<file path="src/rtl/dsd_pkg.sv">
// Shared definitions for the DSD datapath: integer_square FSM states,
// default widths and a constant-width helper.
package dsd_pkg;

    typedef enum logic [1:0] {
        IDLE = 2'd0,
        MUL  = 2'd1,
        ADD  = 2'd2
    } isq_state_e;

    localparam int ISQ_WIDTH  = 32;
    localparam int ISQ_ROOT_W = ISQ_WIDTH / 2;

    // Ceiling log2, floored at 1 so a counter is never zero bits wide.
    function automatic int clog2(input int value);
        int res;
        int rem;
        res = 0;
        rem = value - 1;
        while (rem > 0) begin
            res = res + 1;
            rem = rem >> 1;
        end
        if (res == 0) begin
            res = 1;
        end
        return res;
    endfunction

endpackage

</file>
<file path="src/rtl/integer_square.sv">
// Rebuilds a radicand from (root, remainder): data_out = root*root + remainder,
// one root bit per clock. Define INTEGER_SQUARE_CHECK_EN to build the pair-validity flag.
import dsd_pkg::*;

module integer_square #(
    parameter int WIDTH      = ISQ_WIDTH,
    parameter int ROOT_WIDTH = WIDTH / 2
) (
    input  logic                  clk,
    input  logic                  rst,
    input  logic                  stall,
    input  logic                  start,
    input  logic [ROOT_WIDTH-1:0] root,
    input  logic [WIDTH-1:0]      remainder,
    output logic [WIDTH-1:0]      data_out,
    output logic                  ready,
    output logic                  busy,
    output logic                  overflow,
    output logic                  err
);

    localparam int CNT_W = clog2(ROOT_WIDTH);

    isq_state_e            state_q;
    logic [ROOT_WIDTH-1:0] mult_q;
    logic [WIDTH-1:0]      addend_q;
    logic [WIDTH:0]        acc_q;
    logic [CNT_W-1:0]      cnt_q;
    logic [WIDTH-1:0]      data_q;
    logic                  ready_q;
    logic                  busy_q;
    logic                  ovf_q;

    logic [WIDTH:0]        acc_d;
    logic [WIDTH:0]        sum_d;
    logic [WIDTH:0]        partial_d;

    // Shift-add step: MSB-first, so after ROOT_WIDTH steps acc = mult*mult.
    always_comb begin
        partial_d = '0;
        if (mult_q[cnt_q]) begin
            partial_d = {{(WIDTH + 1 - ROOT_WIDTH){1'b0}}, mult_q};
        end
        acc_d = (acc_q << 1) + partial_d;
        sum_d = acc_q + {1'b0, addend_q};
    end

`ifdef INTEGER_SQUARE_CHECK_EN
    logic           bad_q;
    logic           err_q;
    logic           bad_d;
    logic [WIDTH:0] root_x2;

    // A valid remainder never exceeds 2*root and is never negative as a signed value.
    always_comb begin
        root_x2 = {{(WIDTH - ROOT_WIDTH){1'b0}}, root, 1'b0};
        bad_d   = remainder[WIDTH-1] | ({1'b0, remainder} > root_x2);
    end

    assign err = err_q;
`else
    assign err = 1'b0;
`endif

    always_ff @(posedge clk) begin
        if (rst || stall) begin
            state_q  <= IDLE;
            mult_q   <= '0;
            addend_q <= '0;
            acc_q    <= '0;
            cnt_q    <= '0;
            data_q   <= '0;
            ready_q  <= 1'b0;
            busy_q   <= 1'b0;
            ovf_q    <= 1'b0;
`ifdef INTEGER_SQUARE_CHECK_EN
            bad_q    <= 1'b0;
            err_q    <= 1'b0;
`endif
        end else begin
            case (state_q)
                IDLE: begin
                    if (start) begin
                        mult_q   <= root;
                        addend_q <= remainder;
                        acc_q    <= '0;
                        cnt_q    <= CNT_W'(ROOT_WIDTH - 1);
                        busy_q   <= 1'b1;
                        ready_q  <= 1'b0;
`ifdef INTEGER_SQUARE_CHECK_EN
                        bad_q    <= bad_d;
                        err_q    <= 1'b0;
`endif
                        state_q  <= MUL;
                    end
                end
                MUL: begin
                    acc_q <= acc_d;
                    if (cnt_q == '0) begin
                        state_q <= ADD;
                    end else begin
                        cnt_q <= cnt_q - 1'b1;
                    end
                end
                ADD: begin
                    data_q  <= sum_d[WIDTH-1:0];
                    ovf_q   <= sum_d[WIDTH];
                    ready_q <= 1'b1;
                    busy_q  <= 1'b0;
`ifdef INTEGER_SQUARE_CHECK_EN
                    err_q   <= bad_q;
`endif
                    state_q <= IDLE;
                end
                default: begin
                    state_q <= IDLE;
                    busy_q  <= 1'b0;
                end
            endcase
        end
    end

    assign data_out = data_q;
    assign ready    = ready_q;
    assign busy     = busy_q;
    assign overflow = ovf_q;

endmodule

</file>
<file path="config.mk">
export PLATFORM = sky130hd
export DESIGN_NAME = integer_square
export DESIGN_NICKNAME = d
export VERILOG_FILES = /design/src/rtl/dsd_pkg.sv /design/src/rtl/integer_square.sv
export SDC_FILE = /design/constraint.sdc
export NUM_CORES = 1
export LEC_CHECK = 0
export ABC_AREA = 1
export CAP_MARGIN = 15
export CORE_MARGIN = 5
export CORE_UTILIZATION = 45
export CTS_BUF_LIST = sky130_fd_sc_hd__clkbuf_8
export DETAILED_ROUTE_END_ITERATION = 10
export GPL_ROUTABILITY_DRIVEN = 0
export PLACE_DENSITY = 0.7
export SYNTH_ARGS = -nofsm -noshare
export SYNTH_HDL_FRONTEND = slang
export SYNTH_SLANG_ARGS = --single-unit
</file>
<file path="constraint.sdc">
create_clock -name clk -period 3.32 [get_ports clk]
set_input_delay 0.498 -clock clk [delete_from_list [all_inputs] [get_ports clk]]
set_output_delay 0.498 -clock clk [all_outputs]
set_load 0.1 [all_outputs]
</file>
# == Yosys cells after proc, flatten, opt, wreduce, memory -nomap -nowiden ==
# Index checks and enable logic that the tools add are counted.
# op_classes
bitwise,1
mux,15
n_eq_ne,5
order_cmp,1
reduce_logical,11
n_addsub,3
# op_table
cell,n
one-hot mux 33 bit (2 select lines),1
adder 33 x 16 -> 33 bit,1
adder 33 x 32 -> 33 bit,1
2-to-1 mux 33 bit,1
2-to-1 mux 16 bit,1
AND reduction 2 bit,5
2-to-1 mux 4 bit,2
one-hot mux 4 bit (2 select lines),1
inequality test 2 bit (second input constant),3
less-than comparator 4 x 5 -> 1 bit (second input constant),1
binary-select mux 1 bit (select 4 bit),1
zero test 4 bit,1
2-to-1 mux 2 bit,2
one-hot mux 1 bit (2 select lines),2
one-hot mux 2 bit (2 select lines),1
nonzero test 2 bit,2
subtractor 4 x 1 -> 4 bit (second input constant),1
2-to-1 mux 1 bit,3
AND reduction 3 bit,1
== test 2 x 1 -> 1 bit (second input constant),1
== test 2 bit (second input constant),1
zero test 2 bit,1
logical OR 1 bit,1
NOT 1 bit,1
# word_totals
elab_cells,45
register_bits,122

# == Longest topological paths before layout ==
# Gate-level depths: netlist of the first run.
# logic_depth
depth_word,5
mapped_depth,25
depth_no_buf,22

# == Worst setup path after synthesis of the first run ==
# No wires, ideal clock.
# synth_timing
path_type,register to register
from,reg cnt_q[0]
to,reg acc_q[25]
setup_ns,0.134
setup_slack_ns,0.651
stages_incl_launch_ff,25
period_less_slack_ns,2.669
arrival_time_ns,2.535
path_cell_list,dfxtp_1 -> buf_4 -> inv_2 -> buf_6 -> a21oi_1 -> o21ai_1 -> nand3_1 -> nand3_1 -> nand2_1 -> inv_2 -> buf_6 -> nor2_2 -> ha_1 -> inv_1 -> fa_1 -> inv_1 -> nand3_1 -> nand3_1 -> nand2_1 -> nand3_1 -> nand2_1 -> nand2_1 -> nand3_1 -> nand3_1 -> a21oi_1
# synth_via
elab_chain_len,5
# synth_rtl
element,line,rtl
"start, declared",integer_square.sv:28,logic [CNT_W-1:0] cnt_q;
"start signal, assigned",integer_square.sv:87,cnt_q <= CNT_W'(ROOT_WIDTH - 1);
"start signal, assigned",integer_square.sv:102,cnt_q <= cnt_q - 1'b1;
binary-select mux 1 bit (select 4 bit),integer_square.sv:41,if (mult_q[cnt_q]) begin
2-to-1 mux 1 bit (implied by the code),integer_square.sv:41,
2-to-1 mux 16 bit,integer_square.sv:41,
adder 33 x 16 -> 33 bit,integer_square.sv:44,acc_d = (acc_q << 1) + partial_d;
one-hot mux 33 bit (2 select lines),integer_square.sv:81,case (state_q)
"end signal, assigned",integer_square.sv:70,acc_q <= '0;
"end signal, assigned",integer_square.sv:86,acc_q <= '0;
"end signal, assigned",integer_square.sv:98,acc_q <= acc_d;
"end, declared",integer_square.sv:27,logic [WIDTH:0] acc_q;
# Every way passes these cells. The select of a mux whose other input is x is not followed.
# A chain may end at the register's enable or synchronous reset.

# == Final worst setup path of the first run ==
# layout_timing
from,reg cnt_q[1]
to,reg acc_q[21]
# The elaborated chain is that of the path after synthesis.

==> impl_metrics.csv, run 1 <==
group,metric,value,unit
status,status,"completed",
cts,ctsHoldBuffers,0,
synth,synth_top_area_share,28.4,%
routing,drt_iter0_markers,683,
power,swShare,26.3,%
floorplan,die_w,148,µm
setup_path,crit_path_frequent_cell,"nand3_1",
power,p_leak,5.10,nW
setup_path,crit_path_top_delay_cell,"dfxtp_1",
routing,drt_wl_total,23.8,mm
floorplan,initial_core_util,45.8,%
timing,final.period_utilization,87.5,%
setup_path,regToRegStartpoint,"cnt_q[1]",
cts,htree_levels,4,
timing,fmax,344,MHz
power,power_density,336,mW/mm²
floorplan,fp.dieH,148,µm
hold_path,holdPathEnd,"busy",
placement,io_buffers,86,
cts,cts_buffers,17,
setup_path,worstSetupStartpointType,"flip-flop",
global_route,grt_first_pass_wirelength,39.1,mm
global_route,antenna_found_initial,0,
synth,netlist_area,0.00859,mm²
power,combPwrFrac,10.7,%
synth,yosys_most_used_dff,"dfxtp_1",
hold_path,hp-class,"reg -> reg",
placement,dpl-instance-area,0.00966,mm²
timing,maxSlewViolCount,0,
synth,synth_seq_area_share,28.4,%
timing,setup_viol,0,
timing,maxSlewHeadroom,32.3,%
cts,postCtsSetupBuffers,0,
floorplan,core_area,0.0188,mm²
timing,hold_slack,0.469,ns
cells_and_area,drive_gt1_share,6.58,%
global_route,grt_pass1_vias,8104,
timing,max_slew.worst_pin.slew,1.01,ns
synth,yosys.area.top_type,"dfxtp_1",
timing,skew,0.0105,ns
synth,syn_inst,1428,
cts,cts.clk_slew.worst_paths,0.08,ns
cells_and_area,syn2layout_area_growth,17.6,%
synth,synth_edf_count,0,
synth,synthDistinctLibCells,40,
setup_path,required,3.66,ns
global_route,grt_usage,21.9,%
timing,finalSetupTns,0,ns
setup_path,rr_endpoint,"acc_q[21]",
flow_run,maxCapViolations,0,
floorplan,io_pins,88,
floorplan,rows,50,
cts,clock-sinks,122,
setup_path,slowest_delay,0.41,ns
floorplan,die_area,0.0220,mm²
setup_path,crit_type,"reg -> reg",
cts,cts-root-buf,"clkbuf_8",
cells_and_area,fin_area,0.0101,mm²
cts,tritoncts,"yes",
cts,worstSkewPairLatency,0.46,ns
setup_path,cp_data_arrival_time,3.25,ns
power,p_int,0.00250,W
synth,synth_nets,1530,
placement,dp_hpwl,18.7,mm
routing,routedWlPerCell,13.6,µm
setup_path,end_kind,"flip-flop",
routing,via_per_inst,5.04,
hold_path,worstHoldStart,"busy",
setup_path,ff2ff_path_depth,21,
synth,yosysMostFrequentCell,"nand2_1",
setup_path,critical_path.max_fanout,16,
routing,drc_errors,0,
routing,vias,8829,
global_route,grt_remaining_overflow,0,
synth,synth-seq-cells,122,
cells_and_area,num_antenna_cells,0,
synth,yosys-top-cells-area,"dfxtp_1 28%, nand2_1 17%, nor2_1 9.3%",
timing,period_minus_slack,2.91,ns
timing,rsz0062_at_grt,"false",
global_route,grt_max_degree,34,
power,p_clk_share,44.5,%
timing,hold_viol_final,0,
power,pwr-share-seq,44.8,%
power,peakVddDrop,209,µV
synth,synth_common_cells,"391 x nand2_1, 214 x nor2_1, 210 x inv_1, 122 x dfxtp_1, 100 x nand3_1",
synth,synthArstFlopShare,0,%
routing,antenna_left,0,
cts,clk_path_buf_depth,2,
synth,yosysWarnings,0,
synth,syn_area_per_cell,6.02,µm²
setup_path,crit_chain,"inv_1, a21oi_1, o21ai_1, nand3_1, nand3_1, nand2_1, inv_2, nor2_2, ha_1, inv_1, fa_1, inv_1, nand3_1, nand3_1, nand3_1, nand3_1, nand2_1, nand2_1, nand2_1, nand3_1, a21oi_1",
power,p_switching,0.000893,W
routing,dr.pass1.iters,5,
cells_and_area,num-nets-final,1608,
hold_path,hold_depth,2,
setup_path,r2r_slack,0.41,ns
cts,post_cts_resized,0,
## critical path: cells and delay by family, from the launching register on
kind,cells,cell delay (ns)
simple gates,12,1.08
buf+inv,4,0.47
flops,1,0.41
compound gates,3,0.30
fa+ha+maj,2,0.54
## power groups by stage
stage	Combinational (W)	Clock, W	Sequential [W]
2_1_floorplan	0.000210	0	0.00157
3_3_place_gp	0.000358	0	0.00155
3_5_place_dp	0.000360	0	0.00155
4_1_cts	0.000362	0.00153	0.00152
5_1_grt	0.000398	0.00160	0.00152
6_report	0.000363	0.00151	0.00152
## how the worst max path moves through the flow
stage               startpoint         to  cells after the start
floorplan             cnt_q[0]  acc_q[25]                     24
global placement      cnt_q[0]  acc_q[29]                     21
detailed placement    cnt_q[0]  acc_q[21]                     21
CTS                   cnt_q[0]  acc_q[21]                     21
global route          cnt_q[1]  acc_q[25]                     21
finish                cnt_q[1]  acc_q[21]                     21
## registers in the layout, indices dropped and copies added (netlist names), 2 cells and up
register / cells
acc_q: 33
mult_q: 16
state_q: 2
addend_q: 32
cnt_q: 4
data_out: 32
## cell usage in the layout (no fill, tap or decap), types with 4 or more instances in the layout
cell type          n
ha_1              48
nor3_1             4
nor2_4             6
nor2_1           213
inv_1            211
o21ai_0           76
clkinv_1           4
o21ai_1           19
nand4_1            9
nand3_2            4
buf_4              9
nor2_2            17
a21oi_1           97
nand3_1          100
bufinv_16          4
clkdlybuf4s50_1   86
nand2_1          391
o21bai_1           8
dfxtp_1          121
inv_2             15
clkbuf_8          20
xor2_1            13
nand3b_1           5
## kinds of logic (layout without fill, tap and decap cells)
kind of cell    after synthesis  count (layout)  synth area share, %
other cells                   1               1               0.0436
buf+inv                     266             357                 12.1
fa+ha+maj                    50              50                 7.45
flops                       122             122                 28.4
simple gates                768             768                 38.0
compound gates              206             206                 12.5
xor+xnor                     15              15                 1.53
## layer usage
layer / routed length (µm) / part of all wire [%] / vias up / global-route usage (%)
met4: 531 / 2.2 / 0 / 7.30
met5: 0 / 0 / - / 0
met3: 1200 / 5.0 / 41 / 3.69
li1: - / - / 4623 / -
met2: 10800 / 45 / 225 / 35.4
met1: 11300 / 47 / 3940 / 29.7
## cell type report
| cell class | instances | area, µm² |
|---|---|---|
| clock buffers | 20 | 275 |
| clock inverters | 12 | 171 |
| fillers | 1944 | 8660 |
| inverters | 229 | 860 |
| multi-input cells | 1040 | 5120 |
| flip-flops and latches | 122 | 2440 |
| well taps | 234 | 293 |
| repair buffers | 96 | 948 |
## through the flow
| stage | util [%] | power (W) | std cells | worst slack [ns] |
|---|---|---|---|---|
| 6_report | 53.9 | 0.00340 | 1753 | 0.414 |
| 5_1_grt | 53.9 | 0.00353 | 1753 | 0.0145 |
| 4_1_cts | 53.9 | 0.00341 | 1753 | 0.347 |
| 3_5_place_dp | 51.5 | 0.00191 | 1721 | 0.348 |
| 3_3_place_gp | 51.5 | 0.00191 | 1721 | 0.487 |
| 2_1_floorplan | - | 0.00178 | 1428 | 0.651 |
Note: power is estimated with default switching activity, not from simulation.
==> inputs of run 2 (changes only) <==
--- a/config.mk
+++ b/config.mk
@@ -12,6 +12,7 @@
 export CTS_BUF_LIST = sky130_fd_sc_hd__clkbuf_8
 export DETAILED_ROUTE_END_ITERATION = 10
 export GPL_ROUTABILITY_DRIVEN = 0
+export MAX_ROUTING_LAYER = met4
 export PLACE_DENSITY = 0.7
 export SYNTH_ARGS = -nofsm -noshare
 export SYNTH_HDL_FRONTEND = slang
==> run 2 against run 1 <==
  * Via count grew 0.43%
  * Final area is the same
  * Core utilization is the same
  * Critical endpoint is now acc_q[25]
  * Die area is the same
==> impl_metrics.csv, run 2 (synthesis gave the netlist of run 1 again) <==
group,metric,value,unit
status,status,"completed",
power,p_clk_share,44.5,%
cells_and_area,num-nets-final,1608,
cells_and_area,fin_area,0.0101,mm²
cells_and_area,drive_gt1_share,6.58,%
floorplan,initial_core_util,45.8,%
cts,clock-sinks,122,
cells_and_area,mostFrequentLayoutCell,"nand2_1",
power,swShare,26.2,%
power,peakVddDrop,208,µV
cells_and_area,top_register,"acc_q",
setup_path,end_kind,"flip-flop",
global_route,grt_first_pass_wirelength,39.1,mm
power,power_density,336,mW/mm²
timing,period_minus_slack,2.91,ns
global_route,grt_max_degree,34,
power,p_leak,5.10,nW
routing,drt_wl_total,23.8,mm
cells_and_area,largest_register_ffs,33,
global_route,grt_remaining_overflow,0,
power,p_int,0.00250,W
floorplan,fp.dieH,148,µm
floorplan,io_pins,88,
global_route,gr-max-usage-layer,"met2",
cells_and_area,syn2layout_area_growth,17.6,%
floorplan,die_area,0.0220,mm²
global_route,grt_pass1_vias,8102,
cts,cts_buffers,17,
cells_and_area,final_util,53.9,%
timing,maxSlewHeadroom,32.6,%
floorplan,core_area,0.0188,mm²
routing,vias,8867,
setup_path,cp_data_arrival_time,3.24,ns
placement,dpl-instance-area,0.00966,mm²
routing,drc_errors,0,
setup_path,crit_path_top_delay_cell,"dfxtp_1",
power,p_switching,0.000890,W
global_route,use_met2,35.3,%
routing,dr.pass1.iters,7,
timing,hold_slack,0.469,ns
cells_and_area,num_antenna_cells,0,
setup_path,critical_path.max_fanout,16,
cts,cts.clk_slew.worst_paths,0.08,ns
cts,tritoncts,"yes",
cts,ctsHoldBuffers,0,
cts,worstSkewPairLatency,0.46,ns
routing,antenna_left,0,
hold_path,hp-class,"reg -> reg",
setup_path,path_delay_family,"simple AND/OR/NAND/NOR gates",
timing,rsz0062_at_grt,"false",
setup_path,crit_path_frequent_cell,"nand3_1",
placement,dp_hpwl,18.7,mm
timing,fmax,343,MHz
timing,maxSlewViolCount,0,
global_route,use_met3,3.56,%
timing,final.period_utilization,87.8,%
floorplan,rows,50,
setup_path,crit_type,"reg -> reg",
placement,io_buffers,86,
power,combPwrFrac,10.7,%
global_route,antenna_found_initial,0,
cells_and_area,final_cell_mix,"391 x nand2_1, 213 x nor2_1, 211 x inv_1",
setup_path,worstSetupStartpointType,"flip-flop",
floorplan,die_w,148,µm
setup_path,required,3.65,ns
routing,routedWlPerCell,13.6,µm
power,total_power,0.00339,W
timing,finalSetupTns,0,ns
power,pwr-share-seq,44.8,%
timing,max_slew.worst_pin.slew,1.01,ns
routing,via_per_inst,5.06,
setup_path,worst-path-buf-inv,4,
routing,drt_iter0_markers,670,
setup_path,crit_chain,"inv_1, a21oi_1, o21ai_1, nand3_1, nand3_1, nand2_1, inv_2, nor2_2, ha_1, inv_1, fa_1, inv_1, nand3_1, nand3_1, nand2_1, nand3_1, nand2_1, nand2_1, nand3_1, nand3_1, a21oi_1",
cts,htree_levels,4,
global_route,use_met1,29.8,%
global_route,grt_usage,22.5,%
cts,cts-root-buf,"clkbuf_8",
timing,skew,0.0125,ns
setup_path,slowest_delay,0.40,ns
flow_run,maxCapViolations,0,
timing,setup_viol,0,
timing,hold_viol_final,0,
cts,clk_path_buf_depth,2,
## run 2: cell counts in the layout (fill, tap and decap cells not counted)
Identical to the previous run, type by type.
## run 2: per-layer routing
metal | share of wire (%) | wire length [µm]
met1 | 47 | 11200
met2 | 45 | 10800
met3 | 5.1 | 1210
met4 | 2.3 | 546
met5 | 0 | 0
## run 2: cell type report
type,instances,area (µm²)
clock buffer,20,275
inverter,229,860
tap,234,293
fill,1944,8660
multi-input combinational,1040,5120
sequential,122,2440
timing repair buffer,96,948
clock inverter,12,171
## run 2: power groups by stage
| stage | combinational [W] | sequential (W) | clock [W] |
|---|---|---|---|
| floorplan | 0.000210 | 0.00157 | 0 |
| global placement | 0.000358 | 0.00155 | 0 |
| detailed placement | 0.000360 | 0.00155 | 0 |
| CTS | 0.000362 | 0.00152 | 0.00153 |
| global route | 0.000398 | 0.00152 | 0.00160 |
| finish | 0.000363 | 0.00152 | 0.00151 |
## run 2: final timing paths
path                               start         to  slack (ns)  depth (start not counted)
worst max-delay path            cnt_q[1]  acc_q[25]        0.41                         21
worst min-delay path                busy       busy        0.47                          2
worst max register to register  cnt_q[1]  acc_q[25]        0.41                         21
worst min register to register      busy       busy        0.47                          2
## run 2: repair_timing
item                                    CTS  global route
gates resized for setup                   0             1
endpoints found under the setup margin    0             4
buffers inserted                          0             0
hold endpoints to repair                  0             0
## run 2: worst register-to-register path, stage by stage, from the launching register on
cell,delay [ns]
dfxtp_1,0.40
inv_1,0.15
a21oi_1,0.16
o21ai_1,0.10
nand3_1,0.07
nand3_1,0.07
nand2_1,0.08
inv_2,0.14
nor2_2,0.12
ha_1,0.19
inv_1,0.06
fa_1,0.35
inv_1,0.12
nand3_1,0.08
nand3_1,0.13
nand2_1,0.07
nand3_1,0.13
nand2_1,0.09
nand2_1,0.08
nand3_1,0.07
nand3_1,0.08
a21oi_1,0.06
## run 2: stage by stage
| step | cells | setup slack, ns |
|---|---|---|
| after detailed placement | 1721 | 0.348 |
| after global routing | 1753 | 0.0142 |
| after CTS | 1753 | 0.347 |
| final | 1753 | 0.406 |
| after global placement | 1721 | 0.487 |
| after floorplan | 1428 | 0.651 |
==> inputs of run 3 (changes only) <==
--- a/config.mk
+++ b/config.mk
@@ -7,13 +7,13 @@
 export LEC_CHECK = 0
 export ABC_AREA = 1
 export CAP_MARGIN = 15
-export CORE_MARGIN = 5
 export CORE_UTILIZATION = 45
 export CTS_BUF_LIST = sky130_fd_sc_hd__clkbuf_8
 export DETAILED_ROUTE_END_ITERATION = 10
 export GPL_ROUTABILITY_DRIVEN = 0
 export MAX_ROUTING_LAYER = met4
 export PLACE_DENSITY = 0.7
+export SKIP_CTS_REPAIR_TIMING = 1
 export SYNTH_ARGS = -nofsm -noshare
 export SYNTH_HDL_FRONTEND = slang
 export SYNTH_SLANG_ARGS = --single-unit
==> run 3 against run 2 <==
  * Core utilization is essentially flat
  * Flip-flop and latch count is the same
  * Sequential share of layout area grew 0.096 points
==> impl_metrics.csv, run 3 (synthesis gave the netlist of run 1 again) <==
group,metric,value,unit
status,status,"completed",
setup_path,rr_endpoint,"acc_q[21]",
cells_and_area,final_cell_mix,"391 x nand2_1, 213 x nor2_1, 210 x inv_1",
setup_path,crit_chain,"inv_1, a21oi_1, o21ai_1, nand3_1, nand3_1, nand2_1, inv_2, nor2_2, ha_1, inv_1, fa_1, inv_1, nand3_1, nand3_1, nand3_1, nand3_1, nand2_1, nand3_1, nand3_1, a21oi_1",
setup_path,regToRegStartpoint,"cnt_q[1]",
cells_and_area,num-nets-final,1607,
flow_run,maxCapViolations,0,
power,swShare,27.9,%
setup_path,r2r_slack,0.44,ns
timing,rsz0062_at_grt,"false",
power,p_switching,0.000913,W
timing,maxSlewViolCount,0,
timing,hold_viol_final,0,
timing,skew,0.0139,ns
routing,antenna_left,0,
timing,maxSlewHeadroom,32.6,%
floorplan,fp.dieH,140,µm
global_route,grt_max_degree,48,
cells_and_area,syn2layout_area_growth,17.1,%
cells_and_area,num_antenna_cells,0,
timing,finalSetupTns,0,ns
floorplan,die_area,0.0197,mm²
floorplan,io_pins,88,
power,p_int,0.00236,W
timing,period_minus_slack,2.88,ns
cts,worstSkewPairLatency,0.46,ns
setup_path,required,3.72,ns
cts,clk_path_buf_depth,2,
cts,htree_levels,4,
timing,hold_slack,0.476,ns
setup_path,critPathLaunch,"cnt_q[1]",
floorplan,core_area,0.0187,mm²
setup_path,cp_data_arrival_time,3.28,ns
floorplan,die_w,140,µm
setup_path,worstSetupEndpoint,"acc_q[21]",
setup_path,crit_path_frequent_cell,"nand3_1",
timing,setup_viol,0,
placement,io_buffers,86,
cells_and_area,mostFrequentLayoutCell,"nand2_1",
floorplan,rows,50,
floorplan,initial_core_util,45.9,%
global_route,grt_usage,25.7,%
setup_path,crit_path_top_delay_cell,"dfxtp_1",
cts,cts-root-buf,"clkbuf_8",
global_route,grt_pass1_vias,8004,
cells_and_area,nFillCells,1929,
routing,drt_iter0_markers,668,
routing,drt_wl_total,23.7,mm
setup_path,ff2ff_path_depth,20,
cells_and_area,drive_gt1_share,6.59,%
routing,vias,8834,
timing,max_slew.worst_pin.slew,1.01,ns
setup_path,worstSetupStartpointType,"flip-flop",
cells_and_area,largest_register_ffs,33,
power,p_clk_share,42.5,%
setup_path,critical_path.max_fanout,16,
timing,fmax,348,MHz
cells_and_area,top_register,"acc_q",
cts,clock-sinks,122,
routing,dr.pass1.iters,5,
hold_path,hp-class,"reg -> reg",
setup_path,end_kind,"flip-flop",
routing,routedWlPerCell,13.5,µm
placement,place_ws,0.407,ns
setup_path,crit_type,"reg -> reg",
global_route,grt_first_pass_wirelength,38.9,mm
timing,post-route-worst-setup-slack,0.444,ns
cts,tritoncts,"yes",
power,combPwrFrac,11.1,%
timing,final.period_utilization,86.6,%
routing,drc_errors,0,
global_route,grt_remaining_overflow,0,
routing,via_per_inst,5.04,
power,power_density,325,mW/mm²
power,peakVddDrop,255,µV
cts,cts_buffers,17,
power,pwr-share-seq,46.5,%
setup_path,slowest_delay,0.41,ns
global_route,antenna_found_initial,0,
cts,cts.clk_slew.worst_paths,0.08,ns
placement,dp_hpwl,18.6,mm
power,p_leak,5.07,nW
run 3: cell count changes in the layout (fill, tap and decap cells not counted):
cell	delta
clkinv_2	-2
inv_6	+2
inv_1	-1
clkinvlp_4	+2
clkinv_4	+1
buf_4	-1
bufinv_16	-2
run 3: power groups by stage:
stage               logic, W  clock network, W  registers [W]
finish              0.000362           0.00139        0.00152
CTS                 0.000361           0.00141        0.00152
detailed placement  0.000359                 0        0.00155
global placement    0.000356                 0        0.00155
global route        0.000397           0.00149        0.00152
floorplan           0.000210                 0        0.00157
run 3: through the flow:
stage	util, %	power (W)	instance area (µm²)	instances
2_1_floorplan	-	0.00178	8590	1428
3_3_place_gp	51.6	0.00191	9650	1720
3_5_place_dp	51.6	0.00191	9650	1720
4_1_cts	53.8	0.00330	10100	1752
5_1_grt	53.8	0.00341	10100	1752
6_report	53.8	0.00328	10100	1752
run 3: worst min path at each step:
stage                         start        end  cells after the start
after floorplan           mult_q[4]  mult_q[4]                      2
after global placement         busy       busy                      2
after detailed placement       busy       busy                      2
after CTS                 acc_q[32]  acc_q[32]                      2
after global routing      acc_q[32]  acc_q[32]                      2
final                          busy       busy                      2
run 3: per-layer routing:
layer,track usage (%),share of wire (%),up-vias
met2,41.1,46,252
met3,4.14,5.3,41
met1,33.0,47,3919
met4,8.73,2.2,0
li1,-,-,4622
met5,-,0,-
run 3: final cells by class:
class,count,area (µm²),area share (%)
multi-input combinational,1040,5120,50.8
sequential,122,2440,24.3
timing repair buffer,95,941,9.35
inverter,229,860,8.54
tap,234,293,2.91
clock buffer,20,275,2.73
clock inverter,12,139,1.38
run 3: worst max-delay path, delay by kind of cell, from the launching register on:
kind / cells / cell delay (ns)
AND/OR/NAND/NOR: 11 / 1.04
adder cells (fa/ha/maj): 2 / 0.54
buffers and inverters: 4 / 0.45
flip-flops: 1 / 0.41
AO/OA/AOI/OAI: 3 / 0.35
